==> config.mk <==
export PLATFORM = sky130hd
export DESIGN_NAME = clock_bcd_scan_ctrl
export DESIGN_NICKNAME = d
export VERILOG_FILES = /design/src/rtl/clock_bcd_scan_ctrl.sv
export SDC_FILE = /design/constraint.sdc
export NUM_CORES = 1
export LEC_CHECK = 0
export CAP_MARGIN = 15
export CORE_ASPECT_RATIO = 1.2
export CORE_UTILIZATION = 45
export CTS_BUF_LIST = sky130_fd_sc_hd__clkbuf_16
export DETAILED_ROUTE_END_ITERATION = 7
export PLACE_DENSITY = 0.66
export SYNTH_ARGS = -nofsm -noshare
export SYNTH_HDL_FRONTEND = slang
export SYNTH_SLANG_ARGS = --single-unit
==> constraint.sdc <==
create_clock -name clk -period 5.55 [get_ports clk]
set_input_delay 1.11 -clock clk [delete_from_list [all_inputs] [get_ports clk]]
set_output_delay 1.11 -clock clk [all_outputs]
set_load 0.02 [all_outputs]
==> src/rtl/clock_bcd_scan_ctrl.sv <==
// clock_bcd_scan_ctrl: converts the h/m/s fields one at a time through a shared
// 6-bit to BCD converter, commits all six digits together, and scans them out.
// Ports: clk, rst (async, active-high); hours/minutes/seconds, update in;
// conv_bin out / conv_bcd in (external converter); busy, done status;
// digit_bcd, digit_sel scan outputs.
// Optional: define BCD_SCAN_LZ_BLANK_EN to blank a zero hours-tens digit.
module clock_bcd_scan_ctrl #(
  parameter int SCAN_DIV = 1000
) (
  input  logic       clk,
  input  logic       rst,
  input  logic [5:0] hours,
  input  logic [5:0] minutes,
  input  logic [5:0] seconds,
  input  logic       update,
  output logic [5:0] conv_bin,
  input  logic [7:0] conv_bcd,
  output logic       busy,
  output logic       done,
  output logic [3:0] digit_bcd,
  output logic [5:0] digit_sel
);

  localparam int CW = $clog2(SCAN_DIV);

  typedef enum logic [1:0] {
    IDLE, DRIVE, CAPTURE, COMMIT
  } state_t;

  state_t          state_q, state_d;
  logic [1:0]      idx_q, idx_d;
  logic [2:0][5:0] snap_q, snap_d;
  logic [2:0][5:0] pend_q, pend_d;
  logic            pflag_q, pflag_d;
  logic [2:0][7:0] shad_q, shad_d;
  logic [2:0][7:0] disp_q, disp_d;
  logic            done_q, done_d;
  logic [CW-1:0]   cnt_q, cnt_d;
  logic [2:0]      scan_q, scan_d;
  logic [2:0][5:0] fields;
  logic [3:0]      nib;

  // Index 0 is seconds, so field order matches idx and display layout.
  assign fields = {hours, minutes, seconds};
  assign busy   = (state_q != IDLE);
  assign done   = done_q;

  always_ff @(posedge clk or posedge rst) begin
    if (rst) begin
      state_q <= IDLE;
      idx_q   <= '0;
      snap_q  <= '0;
      pend_q  <= '0;
      pflag_q <= 1'b0;
      shad_q  <= '0;
      disp_q  <= '0;
      done_q  <= 1'b0;
      cnt_q   <= '0;
      scan_q  <= '0;
    end else begin
      state_q <= state_d;
      idx_q   <= idx_d;
      snap_q  <= snap_d;
      pend_q  <= pend_d;
      pflag_q <= pflag_d;
      shad_q  <= shad_d;
      disp_q  <= disp_d;
      done_q  <= done_d;
      cnt_q   <= cnt_d;
      scan_q  <= scan_d;
    end
  end

  always_comb begin
    state_d = state_q;
    idx_d   = idx_q;
    snap_d  = snap_q;
    pend_d  = pend_q;
    pflag_d = pflag_q;
    shad_d  = shad_q;
    disp_d  = disp_q;
    done_d  = 1'b0;

    if (update && busy) begin
      pend_d  = fields;
      pflag_d = 1'b1;
    end

    unique case (state_q)
      IDLE: begin
        if (update) begin
          snap_d  = fields;
          idx_d   = 2'd0;
          state_d = DRIVE;
        end else if (pflag_q) begin
          snap_d  = pend_q;
          pflag_d = 1'b0;
          idx_d   = 2'd0;
          state_d = DRIVE;
        end
      end
      DRIVE: state_d = CAPTURE;
      CAPTURE: begin
        unique case (idx_q)
          2'd1:    shad_d[1] = conv_bcd;
          2'd2:    shad_d[2] = conv_bcd;
          default: shad_d[0] = conv_bcd;
        endcase
        if (idx_q < 2'd2) begin
          idx_d   = idx_q + 2'd1;
          state_d = DRIVE;
        end else begin
          state_d = COMMIT;
        end
      end
      COMMIT: begin
        disp_d = shad_q;
        done_d = 1'b1;
        idx_d  = 2'd0;
        // An update landing on this edge is newer than the pending copy.
        if (update) begin
          snap_d  = fields;
          pflag_d = 1'b0;
          state_d = DRIVE;
        end else if (pflag_q) begin
          snap_d  = pend_q;
          pflag_d = 1'b0;
          state_d = DRIVE;
        end else begin
          state_d = IDLE;
        end
      end
      default: state_d = IDLE;
    endcase
  end

  // Operand is held across DRIVE and CAPTURE of a field.
  always_comb begin
    conv_bin = snap_q[0];
    if (state_q != IDLE) begin
      unique case (idx_q)
        2'd1:    conv_bin = snap_q[1];
        2'd2:    conv_bin = snap_q[2];
        default: conv_bin = snap_q[0];
      endcase
    end
  end

  always_comb begin
    cnt_d  = cnt_q + CW'(1);
    scan_d = scan_q;
    if (cnt_q == CW'(SCAN_DIV - 1)) begin
      cnt_d  = '0;
      scan_d = (scan_q == 3'd5) ? 3'd0 : scan_q + 3'd1;
    end
  end

  always_comb begin
    unique case (scan_q)
      3'd1:    nib = disp_q[0][7:4];
      3'd2:    nib = disp_q[1][3:0];
      3'd3:    nib = disp_q[1][7:4];
      3'd4:    nib = disp_q[2][3:0];
      3'd5:    nib = disp_q[2][7:4];
      default: nib = disp_q[0][3:0];
    endcase
  end

  assign digit_sel = 6'd1 << scan_q;

`ifdef BCD_SCAN_LZ_BLANK_EN
  assign digit_bcd = (scan_q == 3'd5 && nib == 4'd0) ? 4'hF : nib;
`else
  assign digit_bcd = nib;
`endif

endmodule

Yosys cells after proc, flatten, opt, wreduce, memory -nomap -nowiden
Cells that the tools add are included.
{ "totals": {"latchBits": 0, "mem_bits_ro": 0, "ram_bits": 0, "mem_count": 0, "reg_bits": 103, "in_bits": 29, "word_cells": 72} }
{ "op_classes": {"n_eq_ne": 13, "multipliers": 0, "muxes": 23, "add_sub_neg": 3, "order_cmp": 1, "bitwise": 1, "n_shift": 1, "n_reduce_logical": 12, "n_div": 0} }
{ "op_table": {"columns": ["cell", "n"], "rows": [
  ["$mux 18", 2],
  ["$pmux 4 s5", 1],
  ["$mux 2", 6],
  ["$pmux 6 s2", 1],
  ["$add 10x1->10 const B", 1],
  ["$eq 10x10->1 const B", 1],
  ["$mux 10", 1],
  ["$pmux 2 s4", 1],
  ["$reduce_and 2->1", 4],
  ["$mux 1", 7],
  ["$eq 2x2->1 const B", 3],
  ["$eq 3x2->1 const B", 2],
  ["$eq 3x3->1 const B", 2],
  ["$mux 6", 1],
  ["$pmux 2 s3", 1],
  ["$shl 1x3->6 const A", 1],
  ["$eq 2x1->1 const B", 2],
  ["$reduce_bool 2->1", 2],
  ["$reduce_or 2->1", 2],
  ["$add 3x1->3 const B", 1],
  ["$eq 3x1->1 const B", 1],
  ["$mux 3", 1],
  ["$ne 3x3->1 const B", 1],
  ["$reduce_and 3->1", 1],
  ["8 further kinds", 8]
]} }

Longest topological paths before layout
Gate-level depths: netlist of the first run.
{ "logic_depth": {"depth_word": 6, "ltp_mapped": 7, "mapped_depth_nobuf": 5} }

Least setup slack after synthesis of the first run
No wires, ideal clock.
{ "synth_timing": {"kind": "register to output", "start": "register scan_q[0]", "end": "output port digit_bcd[0]", "path_buffers": 1, "arrival_time_ns": 1.852, "path_stages_with_launch": 5, "path_slack_ns": 2.588, "cell_sequence": "dfrtp_1 -> clkbuf_1 -> nor3b_1 -> a221oi_1 -> a21oi_1"} }
{ "synth_between": {"elab_chain_len": 2} }
{ "synth_rtl": {"columns": ["element", "line", "rtl"], "rows": [
  ["from (decl)", "39", "logic [2:0] scan_q, scan_d;"],
  ["from (signal assigned)", "70", "scan_q <= scan_d;"],
  ["$eq 3x3->1 (tied with other cells)", "159", "unique case (scan_q)"],
  ["$pmux 4 s5 (*)", "159", null],
  ["to (decl)", "20", "output logic [3:0] digit_bcd,"]
]} }
Mark *: on every way between the ends. The rest lies on a longest branch, timed or not.

Worst setup path after layout of the first run
{ "layout_timing": {"start": "register scan_q[2]", "end": "output port digit_bcd[3]"} }
The elaborated chain is that of the path after synthesis.

==> impl_metrics.ini, run 1 <==
[timing]
setup_tns_ns = 0
rsz0062_at_grt = false
finalSetupViolCount = 0
relSlewSlack = 0.361
min_period_ns = 3.63
tightest_slew_ns = 0.958
hold_violations = 0
max_freq_ghz = 0.276
fin_worst_skew_ns = 0.00540
fin_crit_sh = 0.654
slew_violations = 0

[setup_path]
crit_fanout = 14
arrival_ns = 2.52
path_class = reg -> out
critPathLaunchType = register
critical_path_required_ns = 4.44
end_kind = output port

[route]
drc = 0
final_antenna_net_count = 0
drt_iter0_drc = 69
drtPass1Iterations = 4
wl_per_cell_um = 15.6
viasPerCell = 5.27
dr_total_vias = 2870
route.final.wire_length_um = 8480

[clock_tree]
cts_resized = 0
postCtsSetupRepairBufs = 0
ctsHoldBuffers = 0
cts_root_buffer = clkbuf_16
cts.sinks = 103
h-tree-depth = 3
path_clk_slew_ns = 0.07
cts.path.max_buffers = 2
worstSkewPairLatency_ns = 0.34
cts_made_buffers = 9
cts_tree = yes

[yosys]
avgSynthCellArea_um2 = 12.3
synthArstFlopShare = 1.00
synth_edf_count = 0
synthDistinctLibCells = 38
ys_seq_area_frac = 0.560
syn_area_mm2 = 0.00461
yosysWarnings = 0
ys_ff_latch = 103
synth_fp_nets = 412
syn_inst = 375
synth_flop_cell = dfrtp_1

[die]
die_area_mm2 = 0.0106
num_rows = 40
ios = 47
start_util = 0.462
core_region_area_mm2 = 0.00996
die_h_um = 113
die_w_um = 94.4

[global_routing]
grt_pass1_vias = 3041
overflow = 0
grt_util_met3 = 0.0417
use_met2 = 0.294
grtUsageTotal = 0.178
grt_pass1_wl_um = 14500
grt_max_degree = 69
grtUsageMet1 = 0.225
antenna_found_initial = 0
busiest_layer = met2

[placed_design]
gp_congestion = 0.737
io_buffers = 46
hpwl_um = 5900

[hold_path]
hold_class = reg -> reg

[cells_and_area]
n_antenna_cell = 0
final_util = 0.550
fin_nets = 452
syn_to_final_growth_pct = 18.9
drive_gt1_frac = 0.224

[power_and_ir_drop]
p_leak_nw = 2.33
peakVddDrop_mv = 0.263
finalPower_mw = 2.85
powerDensity_mw_per_mm2 = 520

[outcome]
outcome = finished clean

[run]
maxCapViolCount = 0
[worst paths after layout]
path / start / end / slack [ns] / depth (start not counted)
worst min register to register: snap_q[3] / snap_q[3] / 0.48 / 2
worst min-delay path: snap_q[3] / snap_q[3] / 0.48 / 2
min in group asynchronous: rst / cnt_q[8] / 1.28 / 2
max in group asynchronous: rst / pend_q[1] / 3.31 / 3
worst max register to register: state_q[0] / snap_q[12] / 3.56 / 4
worst max-delay path: scan_q[2] / digit_bcd[3] / 1.92 / 5
[cell families after synthesis]
| logic type | synth area share |
|---|---|
| AO/OA/AOI/OAI | 0.0872 |
| XOR/XNOR | 0.00951 |
| multiplexers | 0.217 |
| buffers and inverters | 0.0261 |
| AND/OR/NAND/NOR | 0.0785 |
| flip-flops | 0.560 |
| adder cells (fa/ha/maj) | 0.0217 |
[critical path, stage by stage, from the launching register on]
cell and delay [ns]:
dfrtp_1 0.65, inv_1 0.17, ha_1 0.24, o21bai_2 0.25, a21oi_1 0.22, clkdlybuf4s50_1 0.64
[routing by layer]
layer / vias to the layer above / part of all wire
met5: - / 0
met4: 0 / 0.018
met3: 13 / 0.036
met2: 46 / 0.48
met1: 1406 / 0.46
li1: 1405 / -
[synthesized netlist by cell type (2+ instances only)]
library cell | number | area, um2
a211oi_1 | 4 | 30.0
a21oi_1 | 10 | 50.1
a221oi_1 | 4 | 35.0
a22o_1 | 3 | 26.3
a22oi_1 | 6 | 45.0
and2_1 | 2 | 12.5
buf_1 | 2 | 7.51
buf_2 | 9 | 45.0
clkbuf_1 | 10 | 37.5
dfrtp_1 | 103 | 2580
ha_1 | 8 | 100
inv_1 | 8 | 30.0
mux2_2 | 68 | 766
mux2i_1 | 22 | 220
nand2_1 | 34 | 128
nand3_1 | 5 | 25.0
nor2_1 | 15 | 56.3
nor2b_1 | 4 | 25.0
nor3_1 | 3 | 15.0
o21ai_0 | 34 | 170
xnor2_1 | 2 | 17.5
xor2_1 | 3 | 26.3
[power by group]
part | leakage [nW] | total, mW | switching, mW | internal (mW)
logic | 0.955 | 0.912 | 0.428 | 0.484
registers | 1.23 | 1.28 | 0.188 | 1.09
clock network | 0.141 | 0.661 | 0.270 | 0.391
total | 2.33 | 2.85 | 0.886 | 1.96
[cells in the final DEF, fill, tap and decap left out, types with 2 or more instances in the layout]
master           instances
a211oi_1                 4
a21oi_1                 10
a221oi_1                 4
a22o_1                   3
a22oi_1                  6
and2_1                   2
buf_4                    4
bufinv_16                2
clkbuf_16                9
clkdlybuf4s50_1         46
clkinvlp_4               3
dfrtp_1                103
ha_1                     8
inv_1                    7
mux2_2                  68
mux2i_1                 22
nand2_1                 34
nand3_1                  5
nor2_1                  15
nor2b_1                  4
nor3_1                   3
o21ai_0                 34
xnor2_1                  2
xor2_1                   3
[state kept, by name, summed over array words and instances (netlist names)]
signal,count
scan_q,3
pflag_q,1
snap_q,18
state_q,2
pend_q,18
disp_q,24
shad_q,24
done,1
cnt_q,10
idx_q,2
[metrics by stage]
stage | area [um2] | instances | hold WS (ns) | setup WS (ns)
global placement | 5170 | 530 | 0.463 | 2.35
global route | 5480 | 545 | 0.516 | 1.74
CTS | 5480 | 545 | 0.484 | 1.92
finish | 5480 | 545 | 0.481 | 1.92
detailed placement | 5170 | 530 | 0.470 | 2.29
floorplan | 4610 | 375 | 0.450 | 1.74
[layout make-up]
| type | count | area (um2) |
|---|---|---|
| Clock buffer | 9 | 225 |
| Timing Repair Buffer | 50 | 490 |
| Sequential cell | 103 | 2580 |
| Fill cell | 869 | 4480 |
| Multi-Input combinational cell | 243 | 1910 |
| Tap cell | 126 | 158 |
| Inverter | 8 | 32.5 |
| Clock inverter | 6 | 86.3 |
No activity file was read; power rests on OpenSTA's default activity.
==> run 2, diff against run 1 <==
==> constraint.sdc (replaced) <==
create_clock -name clk -period 3.7 [get_ports clk]
set_input_delay 0.74 -clock clk [delete_from_list [all_inputs] [get_ports clk]]
set_output_delay 0.74 -clock clk [all_outputs]
set_load 0.02 [all_outputs]
==> impl_metrics.ini, run 2 (synthesis results as in run 1) <==
[global_routing]
overflow = 0
antenna_found_initial = 0
grt_max_degree = 70
grt_pass1_wl_um = 14600
grtUsageTotal = 0.180
grt_pass1_vias = 2982

[cells_and_area]
fillerInstances = 841
reg_top3 = disp_q: 24 flops, shad_q: 24 flops
stdcell_area_mm2 = 0.00553
final_cell_mix = dfrtp_1 (103), mux2_2 (68), clkdlybuf4s50_1 (46)
n_antenna_cell = 0
drive_gt1_frac = 0.227
fin_nets = 454
final_util = 0.555
final_common_cell = dfrtp_1
syn_to_final_growth_pct = 20.0

[outcome]
outcome = finished clean

[setup_path]
path_cells = inv_1 > ha_1 > o21bai_2 > a21oi_1 > clkdlybuf4s50_1
end_kind = output port
cp_top_family = buffers and inverters
crit_slowest_cell = dfrtp_1
critical_path_required_ns = 2.96
critPathLaunchType = register
timing.critical_path.buf_inv = 2
crit_fanout = 14
arrival_ns = 2.51
cpPeakStageDelay_ns = 0.65
path_class = reg -> out

[route]
viasPerCell = 5.27
final_antenna_net_count = 0
drtPass1Iterations = 4
route.final.wire_length_um = 8400
dr_total_vias = 2888
drc = 0
wl_per_cell_um = 15.3
drt_iter0_drc = 100

[placed_design]
gp_congestion = 0.729
dp_slack_ns = 0.830
placed_area_mm2 = 0.00521
io_buffers = 46
hpwl_um = 5900

[power_and_ir_drop]
p_leak_nw = 2.37
powerDensity_mw_per_mm2 = 780
finalPower_mw = 4.31
peakVddDrop_mv = 0.390

[timing]
timing.final.ws_setup_ns = 0.449
relSlewSlack = 0.623
slew_violations = 0
rsz0062_at_grt = false
tightest_slew_ns = 0.564
fin_crit_sh = 0.879
max_freq_ghz = 0.308
hold_violations = 0
setup_tns_ns = 0
min_period_ns = 3.25
fin_worst_skew_ns = 0.00495
finalSetupViolCount = 0

[clock_tree]
path_clk_slew_ns = 0.07
cts.sinks = 103
postCtsSetupRepairBufs = 0
cts_tree = yes
cts.path.max_buffers = 2
cts_root_buffer = clkbuf_16
ctsHoldBuffers = 0
h-tree-depth = 3
worstSkewPairLatency_ns = 0.34
cts_made_buffers = 9
cts_resized = 0

[hold_path]
hold_class = reg -> reg

[die]
die_h_um = 113
core_region_area_mm2 = 0.00996
num_rows = 40
die_w_um = 94.4
start_util = 0.462
ios = 47
die_area_mm2 = 0.0106

[run]
maxCapViolCount = 0
==> run 2: cell types whose count changed in the layout (fill, tap and decap cells not counted) <==
| cell | change |
|---|---|
| clkinvlp_4 | -2 |
| inv_1 | +2 |
| buf_12 | +1 |
| buf_16 | +1 |
| clkinv_1 | -1 |
| clkinv_2 | +1 |
| inv_6 | +1 |
==> run 2: power breakdown <==
part | switching (mW) | total [mW] | internal, mW
clock network | 0.402 | 0.991 | 0.589
logic | 0.642 | 1.40 | 0.760
registers | 0.284 | 1.92 | 1.63
==> run 2: layout make-up <==
class / count / area [um2] / area share
flip-flops and latches: 103 / 2580 / 0.466
multi-input cells: 243 / 1910 / 0.345
repair buffers: 52 / 538 / 0.0973
clock buffers: 9 / 225 / 0.0407
well taps: 126 / 158 / 0.0285
clock inverters: 7 / 88.8 / 0.0161
inverters: 8 / 32.5 / 0.00589
==> run 2: worst paths after layout <==
check	start	to	slack [ns]	depth (start not counted)
setup / recovery	scan_q[2]	digit_bcd[3]	0.45	5
hold / removal	shad_q[4]	disp_q[4]	0.50	1
setup reg to reg	cnt_q[0]	scan_q[1]	1.93	5
hold reg to reg	shad_q[4]	disp_q[4]	0.50	1
max in group asynchronous	rst	shad_q[11]	2.22	3
min in group asynchronous	rst	pend_q[17]	0.77	2
==> run 2: per-layer routing <==
| metal | vias to the layer above | share of wire | track usage | wire, um |
|---|---|---|---|---|
| li1 | 1414 | - | - | - |
| met1 | 1408 | 0.47 | 0.245 | 3940 |
| met2 | 51 | 0.47 | 0.274 | 3920 |
| met3 | 15 | 0.041 | 0.0417 | 342 |
| met4 | 0 | 0.023 | 0.0779 | 197 |
| met5 | - | 0 | 0 | 0 |
==> run 2: metrics by stage <==
| stage | instances | hold slack, ns |
|---|---|---|
| finish | 548 | 0.498 |
| global route | 548 | 0.515 |
| CTS | 548 | 0.500 |
| detailed placement | 532 | 0.485 |
| global placement | 531 | 0.462 |
| floorplan | 375 | 0.450 |
==> run 3, diff against run 2 <==
--- a/config.mk
+++ b/config.mk
@@ -7,10 +7,10 @@
 export LEC_CHECK = 0
 export CAP_MARGIN = 15
 export CORE_ASPECT_RATIO = 1.2
-export CORE_UTILIZATION = 45
+export CORE_UTILIZATION = 56
 export CTS_BUF_LIST = sky130_fd_sc_hd__clkbuf_16
 export DETAILED_ROUTE_END_ITERATION = 7
-export PLACE_DENSITY = 0.66
+export PLACE_DENSITY = 0.79
 export SYNTH_ARGS = -nofsm -noshare
 export SYNTH_HDL_FRONTEND = slang
 export SYNTH_SLANG_ARGS = --single-unit
==> impl_metrics.ini, run 3 (synthesis results as in run 1) <==
[setup_path]
cpPeakStageDelay_ns = 0.69
critical_path_required_ns = 2.96
arrival_ns = 2.69
crit_fanout = 17
path_class = reg -> out
cp_top_family = simple AND/OR/NAND/NOR gates
end_kind = output port
critPathLaunchType = register
crit_slowest_cell = nor3b_1
timing.critical_path.buf_inv = 1
path_cells = nor3b_1 > a221oi_1 > a21oi_1 > clkdlybuf4s50_1

[cells_and_area]
final_cell_mix = dfrtp_1 (103), mux2_2 (68), clkdlybuf4s50_1 (46)
reg_top3 = disp_q: 24 flops, shad_q: 24 flops
syn_to_final_growth_pct = 18.4
drive_gt1_frac = 0.223
final_common_cell = dfrtp_1
fin_nets = 453
n_antenna_cell = 0
fillerInstances = 545

[global_routing]
grt_max_degree = 54
antenna_found_initial = 0
overflow = 0
grt_pass1_wl_um = 14400
grt_pass1_vias = 2946
grtUsageTotal = 0.218

[clock_tree]
cts_resized = 0
h-tree-depth = 3
cts.path.max_buffers = 2
cts_made_buffers = 9
path_clk_slew_ns = 0.06
cts_root_buffer = clkbuf_16
cts.sinks = 103
worstSkewPairLatency_ns = 0.33
cts_tree = yes
ctsHoldBuffers = 0
postCtsSetupRepairBufs = 0

[route]
drtPass1Iterations = 6
dr_total_vias = 2926
viasPerCell = 5.70
wl_per_cell_um = 16.6
route.final.wire_length_um = 8500
final_antenna_net_count = 0
drc = 2
drt_iter0_drc = 144

[placed_design]
gp_congestion = 0.831
io_buffers = 46
dp_slack_ns = 0.757
hpwl_um = 5760

[timing]
min_period_ns = 3.43
relSlewSlack = 0.511
slew_violations = 0
finalSetupViolCount = 0
fin_crit_sh = 0.927
max_freq_ghz = 0.291
tightest_slew_ns = 0.731
fin_worst_skew_ns = 0.00730
setup_tns_ns = 0
rsz0062_at_grt = false
hold_violations = 0
timing.final.ws_setup_ns = 0.269

[die]
start_util = 0.588
num_rows = 35
core_region_area_mm2 = 0.00784
die_h_um = 101
die_area_mm2 = 0.00859
die_w_um = 84.8
ios = 47

[power_and_ir_drop]
powerDensity_mw_per_mm2 = 782
finalPower_mw = 4.26
peakVddDrop_mv = 0.417
p_leak_nw = 2.35

[run]
maxCapViolCount = 0

[outcome]
outcome = finished with violations
violations = DRC

[hold_path]
hold_class = reg -> reg
==> run 3: layer usage <==
layer	vias up	track usage	part of all wire
li1	1412	-	-
met1	1440	0.283	0.45
met2	59	0.367	0.50
met3	15	0.0383	0.032
met4	0	0.0913	0.019
met5	-	0	0
==> run 3: layout make-up <==
class | count | area (um2) | share of cell area
Sequential cell | 103 | 2580 | 0.473
Clock buffer | 9 | 225 | 0.0413
Clock inverter | 7 | 65.1 | 0.0119
Inverter | 8 | 32.5 | 0.00596
Timing Repair Buffer | 51 | 531 | 0.0973
Multi-Input combinational cell | 243 | 1910 | 0.350
Tap cell | 92 | 115 | 0.0211
==> run 3: worst paths after layout <==
check                      startpoint      endpoint  slack, ns  cells past startpoint
setup / recovery            scan_q[0]  digit_bcd[0]       0.27                      4
hold / removal              snap_q[6]     snap_q[6]       0.49                      2
setup reg to reg           state_q[0]    pend_q[14]       1.69                      5
hold reg to reg             snap_q[6]     snap_q[6]       0.49                      2
max in group asynchronous         rst    disp_q[12]       2.15                      3
min in group asynchronous         rst      cnt_q[3]       0.86                      2
==> run 3: through the flow <==
step                instances   util  hold slack (ns)  cell area, um2
finish                    513  0.696            0.490            5450
global route              513  0.696            0.509            5450
CTS                       512  0.692            0.489            5430
detailed placement        496  0.655            0.474            5140
global placement          496  0.655            0.464            5140
floorplan                 375      -            0.450            4610
==> run 3: power by group <==
part	switching, mW	leakage, nW	internal, mW
clock	0.400	0.142	0.520
sequential	0.296	1.23	1.63
combinational	0.657	0.971	0.756
total	1.35	2.35	2.91
==> run 3: worst reg2reg max path, cell delays in order, from the launching register on <==
cell and delay [ns]:
dfrtp_1 0.40, inv_1 0.08, ha_1 0.30, nor2b_1 0.42, buf_4 0.32, mux2_2 0.36
